**src/rtl/regfile_pkg.sv**
```systemverilog
// Shared definitions for the ARM register file.
// Contents: data/address widths, register count, PC index and reset value,
// and a register-name enum (R0..R15 with SP/LR/PC aliases).
package regfile_pkg;

  localparam int unsigned DATA_W     = 32;
  localparam int unsigned NUM_REGS   = 16;
  localparam int unsigned REG_ADDR_W = 4;

  localparam logic [REG_ADDR_W-1:0] PC_IDX   = 4'hF;
  localparam logic [DATA_W-1:0]     PC_RESET = 32'h0000_0000;

  typedef enum logic [REG_ADDR_W-1:0] {
    R0  = 4'd0,  R1  = 4'd1,  R2  = 4'd2,  R3  = 4'd3,
    R4  = 4'd4,  R5  = 4'd5,  R6  = 4'd6,  R7  = 4'd7,
    R8  = 4'd8,  R9  = 4'd9,  R10 = 4'd10, R11 = 4'd11,
    R12 = 4'd12, R13 = 4'd13, R14 = 4'd14, R15 = 4'd15
  } reg_name_e;

  // Enum labels must have unique values, so the architectural aliases are
  // separate constants of the enum type.
  localparam reg_name_e SP = R13;
  localparam reg_name_e LR = R14;
  localparam reg_name_e PC = R15;

endpackage

```
**src/rtl/binary_decoder_4to16.sv**
```systemverilog
// 4-to-16 one-hot decoder with enable. Purely combinational.
// Ports:
//   SEL    - 4-bit register number
//   EN     - enable; when low the output is all zeros
//   ONEHOT - ONEHOT[i] = EN & (SEL == i)
module binary_decoder_4to16
  import regfile_pkg::*;
(
  input  logic [REG_ADDR_W-1:0] SEL,
  input  logic                  EN,
  output logic [NUM_REGS-1:0]   ONEHOT
);

  always_comb begin
    ONEHOT = '0;
    if (EN) begin
      ONEHOT[SEL] = 1'b1;
    end
  end

endmodule

```
**src/rtl/register_write_bank.sv**
```systemverilog
// Write side of the ARM register file: 16 x DATA_W registers R0..R15.
// Ports:
//   clk, rst_n     - rising-edge clock, synchronous active-low reset
//   PW, RW, LE     - general write port (data, destination, enable)
//   PC_IN, PC_LE   - dedicated R15 load from fetch
//   Q0..Q15        - current register contents, in parallel
//   WR_ONEHOT      - registered decoded write enables from the last edge
// A general write to R15 takes priority over a simultaneous PC load.
module register_write_bank
  import regfile_pkg::*;
#(
  parameter int unsigned      DATA_W   = regfile_pkg::DATA_W,
  parameter int unsigned      NUM_REGS = regfile_pkg::NUM_REGS,
  parameter logic [DATA_W-1:0] PC_RESET = regfile_pkg::PC_RESET
) (
  input  logic                  clk,
  input  logic                  rst_n,
  input  logic [DATA_W-1:0]     PW,
  input  logic [REG_ADDR_W-1:0] RW,
  input  logic                  LE,
  input  logic [DATA_W-1:0]     PC_IN,
  input  logic                  PC_LE,
  output logic [DATA_W-1:0]     Q0,
  output logic [DATA_W-1:0]     Q1,
  output logic [DATA_W-1:0]     Q2,
  output logic [DATA_W-1:0]     Q3,
  output logic [DATA_W-1:0]     Q4,
  output logic [DATA_W-1:0]     Q5,
  output logic [DATA_W-1:0]     Q6,
  output logic [DATA_W-1:0]     Q7,
  output logic [DATA_W-1:0]     Q8,
  output logic [DATA_W-1:0]     Q9,
  output logic [DATA_W-1:0]     Q10,
  output logic [DATA_W-1:0]     Q11,
  output logic [DATA_W-1:0]     Q12,
  output logic [DATA_W-1:0]     Q13,
  output logic [DATA_W-1:0]     Q14,
  output logic [DATA_W-1:0]     Q15,
  output logic [NUM_REGS-1:0]   WR_ONEHOT
);

  logic [NUM_REGS-1:0] onehot;
  logic [DATA_W-1:0]   regs [NUM_REGS];

  binary_decoder_4to16 u_dec (
    .SEL    (RW),
    .EN     (LE),
    .ONEHOT (onehot)
  );

  always_ff @(posedge clk) begin
    if (!rst_n) begin
      for (int unsigned i = 0; i < NUM_REGS - 1; i++) begin
        regs[i] <= '0;
      end
      regs[PC_IDX] <= PC_RESET;
      WR_ONEHOT    <= '0;
    end else begin
      WR_ONEHOT <= onehot;
      for (int unsigned i = 0; i < NUM_REGS - 1; i++) begin
        if (onehot[i]) begin
          regs[i] <= PW;
        end
      end
      // Branch / data-processing write to PC overrides the sequential load.
      if (onehot[PC_IDX]) begin
        regs[PC_IDX] <= PW;
      end else if (PC_LE) begin
        regs[PC_IDX] <= PC_IN;
      end
    end
  end

  assign Q0  = regs[0];
  assign Q1  = regs[1];
  assign Q2  = regs[2];
  assign Q3  = regs[3];
  assign Q4  = regs[4];
  assign Q5  = regs[5];
  assign Q6  = regs[6];
  assign Q7  = regs[7];
  assign Q8  = regs[8];
  assign Q9  = regs[9];
  assign Q10 = regs[10];
  assign Q11 = regs[11];
  assign Q12 = regs[12];
  assign Q13 = regs[13];
  assign Q14 = regs[14];
  assign Q15 = regs[15];

endmodule
```
**config.mk**
```make
export PLATFORM = sky130hd
export DESIGN_NAME = register_write_bank
export DESIGN_NICKNAME = d
export VERILOG_FILES = /design/src/rtl/regfile_pkg.sv /design/src/rtl/binary_decoder_4to16.sv /design/src/rtl/register_write_bank.sv
export SDC_FILE = /design/constraint.sdc
export NUM_CORES = 1
export LEC_CHECK = 0
export ABC_AREA = 1
export BUFFER_PORTS_ARGS = -buffer_cell sky130_fd_sc_hd__buf_2
export CAP_MARGIN = 10
export CORE_AREA = 2 2 232 234
export CTS_CLUSTER_SIZE = 8
export DETAILED_ROUTE_END_ITERATION = 8
export DIE_AREA = 0 0 234 236
export PLACE_DENSITY = 0.6
export SLEW_MARGIN = 20
export SYNTH_ARGS = -nofsm -noshare
export SYNTH_HDL_FRONTEND = slang
export SYNTH_SLANG_ARGS = --single-unit
```
**constraint.sdc**
```tcl
create_clock -name clk -period 9.6 [get_ports clk]
set_input_delay 0.96 -clock clk [delete_from_list [all_inputs] [get_ports clk]]
set_output_delay 0.96 -clock clk [all_outputs]
set_load 0.05 [all_outputs]
```
==> summary.md <==
| Metric | Value |
|---|---|
| Worst path required time | 9.81 ns |
| Post-cts resize count | 0 |
| Synth top area cells | edfxtp_1 (83%), nor2_1 (6.0%), nand2_1 (2.4%) |
| Worst-path clk slew | 0.05 ns |
| Final core occ | 45.54% |
| Post-route antenna net violation count | 0 |
| Initial Util | 35.06% |
| Final min period | 3.191 ns |
| Post-Synthesis Cells | 1,163 |
| Die ar. | 0.05522 sq mm |
| Post-synthesis compound-gate area fraction | 0.2085% |
| Filler instances | 4,832 |
| Register area | 0.01570 sq mm |
| TritonRoute pass-1 iters | 5 |
| Highest ir drop seen on vdd | 0.0001238 V |
| Clock power share | 39.6% |
| Worst-path cell chain | buf_2, inv_1, nor2_1, nand3_2, nand2_2 |
| Crit start category | input pin |
| Yosys warnings | 0 |
| Mapped Area | 0.01860 sq mm |
| # setup viols final | 0 |
| Total number of vias | 12,040 |
| Port bufs | 599 |
| Remaining DRCs | 0 |
| Syn Area/Cell | 16.00 sq um |
| Die H | 236 um |
| Crit path max fanout | 34 |
| Synth top area share | 82.64% |
| Synth Area in Simple Gates | 11.23% |
| Arr. time, crit path | 3.40 ns |
| Postcts setup bufs | 0 |
| Post-synthesis mux area share | 0% |
| Pwr/cell area | 253.5 mW/mm^2 |
| Post-synthesis sequential area ratio | 84.36% |
| Net Sw Frac | 29.58% |
| Worst Slack Setup Final | 6.409 ns |
| Top delay family on crit path | simple AND/OR/NAND/NOR gates |
| IO Count | 600 |
| Final #Nets | 1,843 |
| Adder-Cell Fraction of Synth Area | 0% |
| Worst hold path class | input pin to flip-flop |
| Slowest-stage cell, CP | nand2_2 |
| Global-route usage over all layers | 23.04% |
| WHS Path Cells | 3 |
| XOR/XNOR Fraction of Synth Area | 0% |
| Fin cells | 2,498 |
| Psw | 0.001812 W |
| DRT iter0 DRCs | 971 |
| Pre-CTS setup slack | 5.826 ns |
| DIE WIDTH | 234 um |
| Max-cap viol count | 0 |
| Site Rows | 85 |
| Routed wirelength normalized by instance count | 25.99 um |
| CP Class | input pin to flip-flop |
| H-tree depth | 3 |
| Fin. max-slew vios | 0 |
| Number of global-route vias before repair | 12,050 |
| First-pass GRT wire length | 88,350 um |
| Initial antenna violation count | 2 |
| Post-synth top area cell | edfxtp_1 |
| Grt total ovfl | 0 |
| Crit. End Element | flip-flop |
| Final period util | 33.24% |
| Area occupied by multi-input gates | 0.002216 sq mm |
| P_int | 0.004314 W |
| Synth cell types | 22 |
| Largest net degree at the start of global routing | 55 |
| Cts hold-fix bufs | 0 |
| WP buf/inv | 2 |
| GPL Wtd Cong | 0.8761 |
| Most common cell after layout, fill and taps aside | buf_2 |
| CTS Buf Count | 76 |
| Root Driver | clkbuf_16 |
| CTS tree | built |
| Share of layout cells above drive strength 1 | 42.48% |
| CTS sink cnt | 528 |
| Status | complete, no violations |
| Sequential power share | 45.0% |
| Synthesis-stage register bit count | 528 |
| Number of vias per cell | 4.821 |
| Mapped Nets | 1,235 |
| F_max | 0.3134 GHz |
| Largest family of logic cells by synthesized area | simple AND/OR/NAND/NOR gates |
| Final setup TNS | 0 ns |
| Logic pwr share | 15.4% |
| Placed Cells | 2,389 |
| Rel. slew slack | 32.95% |
| Final Hold Viols | 0 |
| RSZ-0062 raised after global routing | no |
| CP max stage delay | 1.12 ns |
| Measured slew at the worst slew-check pin | 1.006 ns |
| Crit path depth | 5 |
| Leak | 9.783 nW |
| Clock Path Buffers | 3 |
| Dpl hpwl | 43,760 um |
| Post-synthesis to final-layout area growth | 29.91% |
| Core region area | 0.05307 sq mm |
| Routed WL | 64,930 um |
| Commonest non-fill, non-tap cells in the layout | buf_2 (598), edfxtp_1 (512), nor2_1 (298), nand2_1 (106), clkbuf_16 (79) |
power groups by stage:
stage	registers, W	logic [W]	clock network (W)
2_1_floorplan	0.00337	0.000102	0
3_3_place_gp	0.00280	0.000950	0
3_5_place_dp	0.00280	0.000952	0
4_1_cts	0.00276	0.000954	0.00246
5_1_grt	0.00277	0.000973	0.00255
6_report	0.00276	0.000945	0.00242
registers in the layout, indices dropped and copies added, names as in the netlist:
| register | count |
|---|---|
| WR_ONEHOT | 16 |
| regs | 512 |
layout make-up:
type,count,share of cell area [%]
sequential,528,64.94
timing repair buffer,609,12.72
multi-input combinational,506,9.168
clock buffer,101,8.521
tap,696,3.603
inverter,50,0.7765
clock inverter,7,0.2588
antenna,1,0.01035
per-layer routing:
metal / global-route usage (%) / part of all wire (%)
met1: 28.67 / 39
met2: 37.85 / 49
met3: 5.996 / 8.5
met4: 9.935 / 3.5
met5: 0 / 0.012
final timing paths:
kind                  slack [ns]           end      start
worst max-delay path        6.41   regs[1][16]      RW[3]
worst min-delay path        0.67  regs[1][249]  PC_IN[25]
synthesized netlist by cell type:
cell / n
buf_1: 1
buf_2: 30
buf_4: 7
buf_6: 27
clkbuf_1: 11
clkbuf_8: 3
dfxtp_1: 16
edfxtp_1: 512
inv_1: 42
inv_2: 8
nand2_1: 117
nand2_2: 4
nand3_1: 35
nand3_2: 3
nand3_4: 1
nor2_1: 298
nor2_2: 36
nor2_4: 2
nor3_1: 4
nor3_4: 1
o21ai_0: 4
o21bai_4: 1
kinds of logic (layout without fill, tap and decap cells):
| kind of cell | count (synthesis) | in the layout |
|---|---|---|
| AO/OA/AOI/OAI | 5 | 5 |
| AND/OR/NAND/NOR | 501 | 501 |
| buffers and inverters | 129 | 767 |
| other | 0 | 1 |
| flip-flops | 528 | 528 |
through the flow:
step	instance area (sq um)	hold WS, ns	power (W)
after global routing	24170	0.6620	0.006293
after CTS	24160	0.6174	0.006172
after global placement	22030	1.267	0.003746
after floorplan	18600	1.135	0.003474
final	24170	0.6653	0.006126
after detailed placement	22040	1.268	0.003749
Note: power is estimated with default switching activity, not from simulation.
